==> src/rtl/regfile_pkg.sv <==
// Shared definitions for the register-file write path.
// No logic, so no latency.
// No flow control lives here.
package regfile_pkg;

  // Default geometry of the 32x32 register file
  localparam int RF_ADDR_W   = 5;
  localparam int RF_DATA_W   = 32;
  localparam int RF_NUM_REGS = 32;

  // Write-arbiter sequencing: normal arbitration or zero sweep in progress
  typedef enum logic {
    IDLE  = 1'b0,
    CLEAR = 1'b1
  } rf_clr_state_t;

endpackage

==> src/rtl/rr_arbiter.sv <==
// Round-robin arbiter: one-hot grant to the first request at or above the pointer, with wrap.
// Grant is combinational (zero latency); the pointer updates on the clock edge after an advance strobe.
// enable=0 forces the grant to zero; the pointer only moves when the caller reports a completed transfer.
module rr_arbiter #(
  parameter int NUM_REQ = 4
) (
  input  logic                       clk,
  input  logic                       reset_n,
  input  logic [NUM_REQ-1:0]         req,
  input  logic                       enable,
  input  logic                       advance,
  output logic [NUM_REQ-1:0]         grant,
  output logic [$clog2(NUM_REQ)-1:0] grant_idx
);

  localparam int IDX_W = $clog2(NUM_REQ);

  logic [IDX_W-1:0] ptr;
  logic [IDX_W-1:0] cand;
  logic             found;

  // Search upward from the pointer; NUM_REQ is a power of two so index arithmetic wraps for free
  always_comb begin
    grant     = '0;
    grant_idx = '0;
    found     = 1'b0;
    cand      = '0;
    for (int k = 0; k < NUM_REQ; k++) begin
      cand = ptr + IDX_W'(k);
      if (!found && req[cand]) begin
        found       = 1'b1;
        grant[cand] = 1'b1;
        grant_idx   = cand;
      end
    end
    if (!enable) begin
      grant = '0;
    end
  end

  // After a transfer the winner drops to lowest priority; otherwise the pointer holds
  always_ff @(posedge clk or negedge reset_n) begin
    if (!reset_n) begin
      ptr <= '0;
    end else if (advance) begin
      ptr <= grant_idx + IDX_W'(1);
    end
  end

endmodule

==> src/rtl/regfile_write_arbiter.sv <==
// Shares the register file write port among NUM_REQ requesters and sweeps zeros on request.
// Accepted write appears on rf_* one cycle after the handshake; a sweep takes NUM_REGS cycles.
// req_ready is combinational, at most one bit high, and all low during a sweep or its start cycle.
module regfile_write_arbiter
  import regfile_pkg::*;
#(
  parameter int NUM_REQ      = 4,
  parameter int DATA_W       = RF_DATA_W,
  parameter int ADDR_W       = RF_ADDR_W,
  parameter int NUM_REGS     = RF_NUM_REGS,
  parameter int ZERO_PROTECT = 1
) (
  input  logic                       clk,
  input  logic                       reset_n,
  input  logic [NUM_REQ-1:0]         req_valid,
  output logic [NUM_REQ-1:0]         req_ready,
  input  logic [NUM_REQ*ADDR_W-1:0]  req_addr,
  input  logic [NUM_REQ*DATA_W-1:0]  req_data,
  input  logic                       clear_start,
  output logic                       clear_busy,
  output logic                       rf_reg_write,
  output logic [ADDR_W-1:0]          rf_write_reg,
  output logic [DATA_W-1:0]          rf_write_data,
  output logic [$clog2(NUM_REQ)-1:0] grant_id
);

  localparam int                IDX_W    = $clog2(NUM_REQ);
  localparam logic [ADDR_W-1:0] LAST_REG = ADDR_W'(NUM_REGS - 1);

  rf_clr_state_t      state;
  logic [ADDR_W-1:0]  sweep_cnt;   // index of the next sweep write to be driven
  logic               arb_en;
  logic [NUM_REQ-1:0] grant;
  logic [IDX_W-1:0]   grant_idx;
  logic               transfer;
  logic [ADDR_W-1:0]  sel_addr;
  logic [DATA_W-1:0]  sel_data;
  logic               drop_write;

  // Arbitration runs only in IDLE outside a clear request; reset also silences ready
  assign arb_en = reset_n && (state == IDLE) && !clear_start;

  rr_arbiter #(
    .NUM_REQ (NUM_REQ)
  ) u_rr_arbiter (
    .clk       (clk),
    .reset_n   (reset_n),
    .req       (req_valid),
    .enable    (arb_en),
    .advance   (transfer),
    .grant     (grant),
    .grant_idx (grant_idx)
  );

  assign req_ready  = grant;
  assign transfer   = |(req_valid & grant);
  assign clear_busy = (state == CLEAR);

  // Pick the winner's address and data from the packed request buses
  always_comb begin
    sel_addr = '0;
    sel_data = '0;
    for (int i = 0; i < NUM_REQ; i++) begin
      if (grant[i]) begin
        sel_addr = req_addr[i*ADDR_W +: ADDR_W];
        sel_data = req_data[i*DATA_W +: DATA_W];
      end
    end
  end

  // Register 0 is hardwired in the file; accepted writes to it are consumed but not issued
  assign drop_write = (ZERO_PROTECT != 0) && (sel_addr == '0);

  // Sequencer plus registered write port: either forward the accepted write or step the sweep
  always_ff @(posedge clk or negedge reset_n) begin
    if (!reset_n) begin
      state         <= IDLE;
      sweep_cnt     <= '0;
      rf_reg_write  <= 1'b0;
      rf_write_reg  <= '0;
      rf_write_data <= '0;
      grant_id      <= '0;
    end else begin
      case (state)
        IDLE: begin
          if (clear_start) begin
            // First sweep write (register 0) goes out the very next cycle
            state         <= CLEAR;
            rf_reg_write  <= 1'b1;
            rf_write_reg  <= '0;
            rf_write_data <= '0;
            grant_id      <= '0;
            sweep_cnt     <= ADDR_W'(1);
          end else if (transfer && !drop_write) begin
            rf_reg_write  <= 1'b1;
            rf_write_reg  <= sel_addr;
            rf_write_data <= sel_data;
            grant_id      <= grant_idx;
          end else begin
            rf_reg_write  <= 1'b0;
          end
        end
        CLEAR: begin
          if (rf_write_reg == LAST_REG) begin
            // Last register has just been driven; a clear_start seen here is ignored
            state        <= IDLE;
            rf_reg_write <= 1'b0;
            sweep_cnt    <= '0;
          end else begin
            rf_reg_write <= 1'b1;
            rf_write_reg <= sweep_cnt;
            sweep_cnt    <= sweep_cnt + ADDR_W'(1);
          end
        end
      endcase
    end
  end

endmodule

==> config.mk <==
export PLATFORM = sky130hd
export DESIGN_NAME = regfile_write_arbiter
export DESIGN_NICKNAME = d
export VERILOG_FILES = /design/src/rtl/regfile_pkg.sv /design/src/rtl/rr_arbiter.sv /design/src/rtl/regfile_write_arbiter.sv
export SDC_FILE = /design/constraint.sdc
export NUM_CORES = 1
export LEC_CHECK = 0
export CAP_MARGIN = 20
export CORE_MARGIN = 3
export CORE_UTILIZATION = 30
export DETAILED_ROUTE_END_ITERATION = 10
export PLACE_DENSITY_LB_ADDON = 0.3
export SYNTH_ARGS = -nofsm -noshare
export SYNTH_HDL_FRONTEND = slang
export SYNTH_SLANG_ARGS = --single-unit
==> constraint.sdc <==
create_clock -name clk -period 4 [get_ports clk]
set_clock_uncertainty 0.2 [all_clocks]
set_input_delay 0.4 -clock clk [delete_from_list [all_inputs] [get_ports clk]]
set_output_delay 0.4 -clock clk [all_outputs]
set_load 0.01 [all_outputs]
-- Yosys cells after proc, flatten, opt, wreduce, memory -nomap -nowiden
Index checks and enable logic that the tools add are counted.
- output and inout bits: 45
- word-level logic and storage cells: 102
- register bits after elaboration: 48
- bitwise logic cells: 5
- eq/ne operators: 4
- $lt $le $gt $ge: 8
- add/subtract/negate cells: 5
- mux-type cells: 53
- reduce and logical (&&, ||, !) cells: 20
- operators with widths (kind ; number):
    32-bit two-way mux ; 6
    5-bit two-way mux ; 9
    4-bit two-way mux ; 5
    5-bit case mux with 2 select lines ; 2
    1-bit two-way mux ; 15
    2-bit by 3-bit less-than comparator with 1-bit output, second input constant ; 4
    2-bit two-way mux ; 6
    4-bit bitwise OR ; 3
    1-bit logical AND ; 10
    1-bit binary-select mux with 2-bit select ; 4
    1-bit demux with 2-bit select ; 4
    2-bit by 1-bit >= comparator with 1-bit output, second input constant ; 4
    5-bit by 1-bit adder with 5-bit output, second input constant ; 1
    5-bit == test, second input constant ; 1
    1-bit logical NOT ; 5
    5-bit logical NOT ; 1
    2-bit by 1-bit adder with 2-bit output, second input constant ; 2
    2-bit adder, second input constant ; 2
    4-bit AND ; 1
    2-bit != test, second input constant ; 2
    1-bit case mux with 2 select lines ; 2
    2-bit AND reduction ; 2
    4-bit OR reduction ; 1
    3-bit by 2-bit != test with 1-bit output, second input constant ; 1
    other kinds (2) ; 2

-- Depth between registers and ports, before layout
- depth in word-level cells: 23
- mapped depth: 20
- gate-level depth less buffers: 13

-- Cells and area by module
A second synthesis with hierarchy kept.
- cell total of the unflattened synthesis: 425
- area total of the unflattened synthesis: 3677.3 um2
- by module, submodules not included (module ; sequential area each (um2) ; area each (um2) ; cells an instance ; instances):
    regfile_write_arbiter ; 1151.1 ; 2972.9 ; 353 ; 1
    rr_arbiter ; 50.0 ; 704.4 ; 72 ; 1

-- Least setup slack after synthesis
OpenSTA, ideal clock, no wires.
- path type: reg2reg
- start: reg u_rr_arbiter.ptr[0]
- end: reg rf_write_reg[4]
- arrival time: 3702 ps
- stages on the path, launching flop included: 19
- slack: -28 ps
- clock period less this slack: 4028 ps
- setup time: 126 ps
- cell sequence: dfrtp_1 buf_4 inv_1 ha_1 buf_2 mux2i_1 mux2_2 a211o_1 a22oi_2 nand2b_1 buf_6 inv_4 buf_6 a311o_1 o221ai_4 and4_4 a21oi_4 buf_6 o32a_1
- cells in the longest elaborated chain, start to end: 22
- elaborated cells on any way between the ends: 62
- classes of those cells: add/sub: 3; order compare: 8; eq/ne: 1; mux: 31; bitwise: 4; reduce/logical: 15
- ends and longest elaborated chain (element ; line ; text):
    start, declared ; rr_arbiter.sv:18 ; logic [IDX_W-1:0] ptr;
    start signal, assigned ; rr_arbiter.sv:46 ; ptr <= grant_idx + IDX_W'(1);
    branches (longest 11 deep; another with 2-bit by 3-bit less-than comparator with 1-bit output) ; n/a ;
    4-bit two-way mux * ; rr_arbiter.sv:30 ; if (!found && req[cand]) begin
    4-bit two-way mux * ; rr_arbiter.sv:36 ; if (!enable) begin
    5-bit two-way mux (4 in series) ; regfile_write_arbiter.sv:64 ; if (grant[i]) begin
    5-bit logical NOT ; regfile_write_arbiter.sv:72 ; assign drop_write = (ZERO_PROTECT != 0) && (sel_addr == '0);
    1-bit logical NOT ; regfile_write_arbiter.sv:94 ; end else if (transfer && !drop_write) begin
    1-bit logical AND ; regfile_write_arbiter.sv:94 ;
    3-bit by 2-bit != test with 1-bit output (no line) ; n/a ;
    2-bit AND reduction (no line) ; n/a ;
    end signal, assigned ; regfile_write_arbiter.sv:96 ; rf_write_reg <= sel_addr;
    end signal, assigned ; regfile_write_arbiter.sv:111 ; rf_write_reg <= sweep_cnt;
    end, declared ; regfile_write_arbiter.sv:22 ; output logic [ADDR_W-1:0] rf_write_reg,
Every way passes the cells marked *. The select of a mux whose other input is x is not followed.
A chain may end at the register's enable or synchronous reset.

-- Worst setup path in the final report
- start: in req_valid[0]
- end: out req_ready[0]
- cells in the longest elaborated chain, start to end: 13
- elaborated cells on any way between the ends: 25
- classes of those cells: mux: 16; bitwise: 3; reduce/logical: 6
- ends and longest elaborated chain (element ; line ; text):
    start, declared ; regfile_write_arbiter.sv:15 ; input logic [NUM_REQ-1:0] req_valid,
    1-bit binary-select mux with 2-bit select ; rr_arbiter.sv:30 ;
    1-bit two-way mux (implied by the code) ; rr_arbiter.sv:30 ;
    1-bit two-way mux ; rr_arbiter.sv:30 ;
    1-bit logical NOT ; rr_arbiter.sv:30 ;
    1-bit logical AND ; rr_arbiter.sv:30 ;
    1-bit two-way mux ; rr_arbiter.sv:30 ;
    1-bit logical NOT ; rr_arbiter.sv:30 ;
    1-bit logical AND ; rr_arbiter.sv:30 ;
    1-bit two-way mux ; rr_arbiter.sv:30 ;
    1-bit logical NOT ; rr_arbiter.sv:30 ;
    1-bit logical AND ; rr_arbiter.sv:30 ;
    4-bit two-way mux * ; rr_arbiter.sv:30 ;
    4-bit two-way mux * ; rr_arbiter.sv:36 ;
    end, declared ; regfile_write_arbiter.sv:16 ; output logic [NUM_REQ-1:0] req_ready,
Every way passes the cells marked *; elsewhere a longest branch is shown, timed or not. The select of a mux whose other input is x is not followed.

==> flow_metrics.py <==
metrics = {
    "status": {
        "status": "completed",
    },
    "finish": {
        "fillerInstances": 1507,
        "largest_reg_flops": 32,
        "multi_input_area_mm2": 0.002845,
        "area_delta_synth_final_pct": 55.76,
        "regArea_mm2": 0.001202,
        "fin_nets": 1021,
        "layout_common_cells": "clkdlybuf4s50_1, inv_1, nand2_1, o21ai_0, buf_4",
        "diodes": 0,
        "final_common_cell": "clkdlybuf4s50_1",
        "drive_gt1_share_pct": 12.22,
    },
    "yosys": {
        "ys_types": 61,
        "syn-mean-instance-area_um2": 7.196,
        "async_reset_ff_share_pct": 100.0,
        "ys_warn_count": 0,
        "syn_nets": 819,
        "synth_edf_count": 0,
        "ys_seq_elements": 48,
        "syn_inst": 656,
        "dominantRegCellSynth": "dfrtp_1",
        "synth.cell_area_mm2": 0.004721,
        "seq_area_frac_synth_pct": 25.44,
    },
    "setup_path": {
        "r2r_slack_ns": 0.20,
        "arrival_ns": 3.30,
        "critPathMaxFanout": 16,
        "startpoint_type": "input port",
        "cp.required_ns": 3.40,
        "r2r_cells": 12,
        "crit_type": "in -> out",
        "end_kind": "output port",
        "reg2reg_from": "u_rr_arbiter.ptr[0]$_DFFE_PN0P_",
        "r2r-end": "rf_write_data[0]$_DFFE_PN0P_",
    },
    "sta": {
        "slew_headroom_pct": 57.85,
        "fin_setup_tns_ns": 0,
        "slew_violations": 0,
        "min_period_ns": 3.896,
        "hold_viol_final": 0,
        "fin_crit_sh_pct": 97.39,
        "setup_viol": 0,
        "worst_slew_pin_slew_ns": 0.6322,
        "whs_ns": 0.09184,
        "max_clock_freq_mhz": 256.7,
    },
    "hold_path": {
        "hp-class": "in -> async",
    },
    "placed_design": {
        "io_buffers": 199,
        "dp_hpwl_um": 14430,
        "place_congestion": 0.8976,
    },
    "floorplanning": {
        "chipWidth_um": 131.4,
        "core_area_mm2": 0.01531,
        "die_h_um": 131.4,
        "start_util_pct": 30.83,
        "rows": 45,
        "dieArea_mm2": 0.01728,
        "num_io_pins": 200,
    },
    "drt": {
        "drc_errors": 0,
        "vias": 5591,
        "detail-route-antenna-nets": 0,
        "drtIter0Drc": 386,
        "first_pass_iters": 5,
        "wirelength_um": 19100,
        "post_drt_wl_per_cell_um": 17.85,
        "viasPerCell": 5.225,
    },
    "power": {
        "leakage_nw": 3.184,
        "peakVddDrop_v": 0.0002120,
        "power.density_mw_per_mm2": 459.8,
    },
    "cts": {
        "h-tree-depth": 2,
        "numCtsBuffers": 5,
        "cts_root_buf": "clkbuf_16",
        "cts.clk_slew.worst_paths_ns": 0.07,
        "insertion_delay_ns": 0.29,
        "cts_tree": "done",
        "clock_path_buffers": 2,
        "clock-sinks": 48,
    },
    "global_route": {
        "grt-busiest-layer": "met2",
        "grt_pass1_vias": 5383,
        "met3_usage_pct": 4.211,
        "grt_max_degree": 49,
        "use_met1_pct": 27.95,
        "grt_use_total_pct": 21.04,
        "grt_pass1_wl_um": 29790,
        "grtUsageMet2_pct": 34.99,
        "antenna_found_initial": 0,
        "grt_overflow": 0,
    },
    "job": {
        "cap_viol_max_count": 0,
    },
}
[Yosys cell counts, types with 3 or more instances]
cell type	n	share of area, %
nand3_1	11	1.2
ha_1	8	2.1
buf_1	5	0.40
mux2i_1	4	0.85
a21oi_1	36	3.8
o221ai_2	3	0.95
nor2_1	9	0.72
nor4_1	4	0.53
o221ai_1	32	5.9
mux2_2	4	0.95
nand2_1	90	7.2
a311o_1	4	0.85
o311ai_2	8	2.8
o211ai_1	4	0.64
nor3_1	47	5.0
buf_2	6	0.64
nand4_1	5	0.66
o311ai_0	5	0.93
o21ai_0	63	6.7
nand2b_1	9	1.2
mux4_2	4	1.9
clkbuf_1	41	3.3
inv_1	111	8.8
dfrtp_1	48	25
buf_6	7	1.7
or3_1	4	0.53
o21ai_1	13	1.4
o22ai_1	6	0.80
o311ai_1	21	3.9
[timing repair]
| item | 4_1_cts | 5_1_grt |
|---|---|---|
| endpoints found under the setup margin | 0 | 33 |
| gates resized for setup | 0 | 10 |
| buffers inserted | 0 | 2 |
| hold buffers | 0 | 0 |
[metal layers]
layer / vias up / routed length (µm)
met5: - / 0
met1: 2621 / 8359
met2: 207 / 9048
li1: 2734 / -
met4: 0 / 412
met3: 29 / 1275
[metrics by stage]
stage               instance area [µm²]  instances  total power [W]  util [%]  setup WS [ns]
finish                             7353       1070         0.003381     48.01         0.1043
CTS                                7315       1068         0.003375     47.76       0.006397
global route                       7353       1070         0.003622     48.01      -0.005116
detailed placement                 7161       1060         0.002918     46.76        -0.1463
floorplan                          4721        656         0.001979         -        0.01936
global placement                   7161       1060         0.002901     46.76       -0.02066
[worst max path at each step]
| stage | to | slack, ns | from |
|---|---|---|---|
| after floorplan | rf_write_reg[4]$_DFFE_PN0P_ | 0.02 | u_rr_arbiter.ptr[0]$_DFFE_PN0P_ |
| after global placement | rf_write_data[2]$_DFFE_PN0P_ | -0.02 | req_valid[2] |
| after detailed placement | rf_write_data[22]$_DFFE_PN0P_ | -0.15 | req_valid[2] |
| after CTS | req_ready[0] | 0.006 | req_valid[2] |
| after global routing | rf_write_data[3]$_DFFE_PN0P_ | -0.005 | u_rr_arbiter.ptr[1]$_DFFE_PN0P_ |
| final | req_ready[0] | 0.10 | req_valid[0] |
[worst max-delay path, stage by stage]
cell and delay [ns]:
clkdlybuf4s50_1 0.56, mux4_2 0.54, buf_4 0.19, a31o_2 0.21, a221o_1 0.31, a31oi_4 0.31, buf_8 0.23, inv_1 0.06
clkdlybuf4s50_1 0.47
[power breakdown]
group / switching (W) / total [W] / internal, W / leakage [nW]
clock: 0.000193 / 0.000442 / 0.000249 / 0.0691
combinational: 0.00112 / 0.00213 / 0.00101 / 2.63
sequential: 0.000152 / 0.000804 / 0.000652 / 0.481
[cells by family after synthesis]
| kind of cell | share of synthesized area, % |
|---|---|
| AOI/OAI and AO/OA | 34.35 |
| and+or+nand+nor | 18.74 |
| buffers and inverters | 15.27 |
| DFF | 25.44 |
| muxes | 3.711 |
| adders and majority gates | 2.120 |
| xor gates and xnor gates | 0.3711 |
[layout make-up]
class / instances / share of cell area (%)
Sequential cell: 48 / 16.35
Inverter: 113 / 5.802
Tap cell: 211 / 3.590
Timing Repair Buffer: 256 / 33.47
Multi-Input combinational cell: 434 / 38.69
Clock inverter: 2 / 0.2042
Clock buffer: 6 / 1.889
No activity file was read; power rests on OpenSTA's default activity.
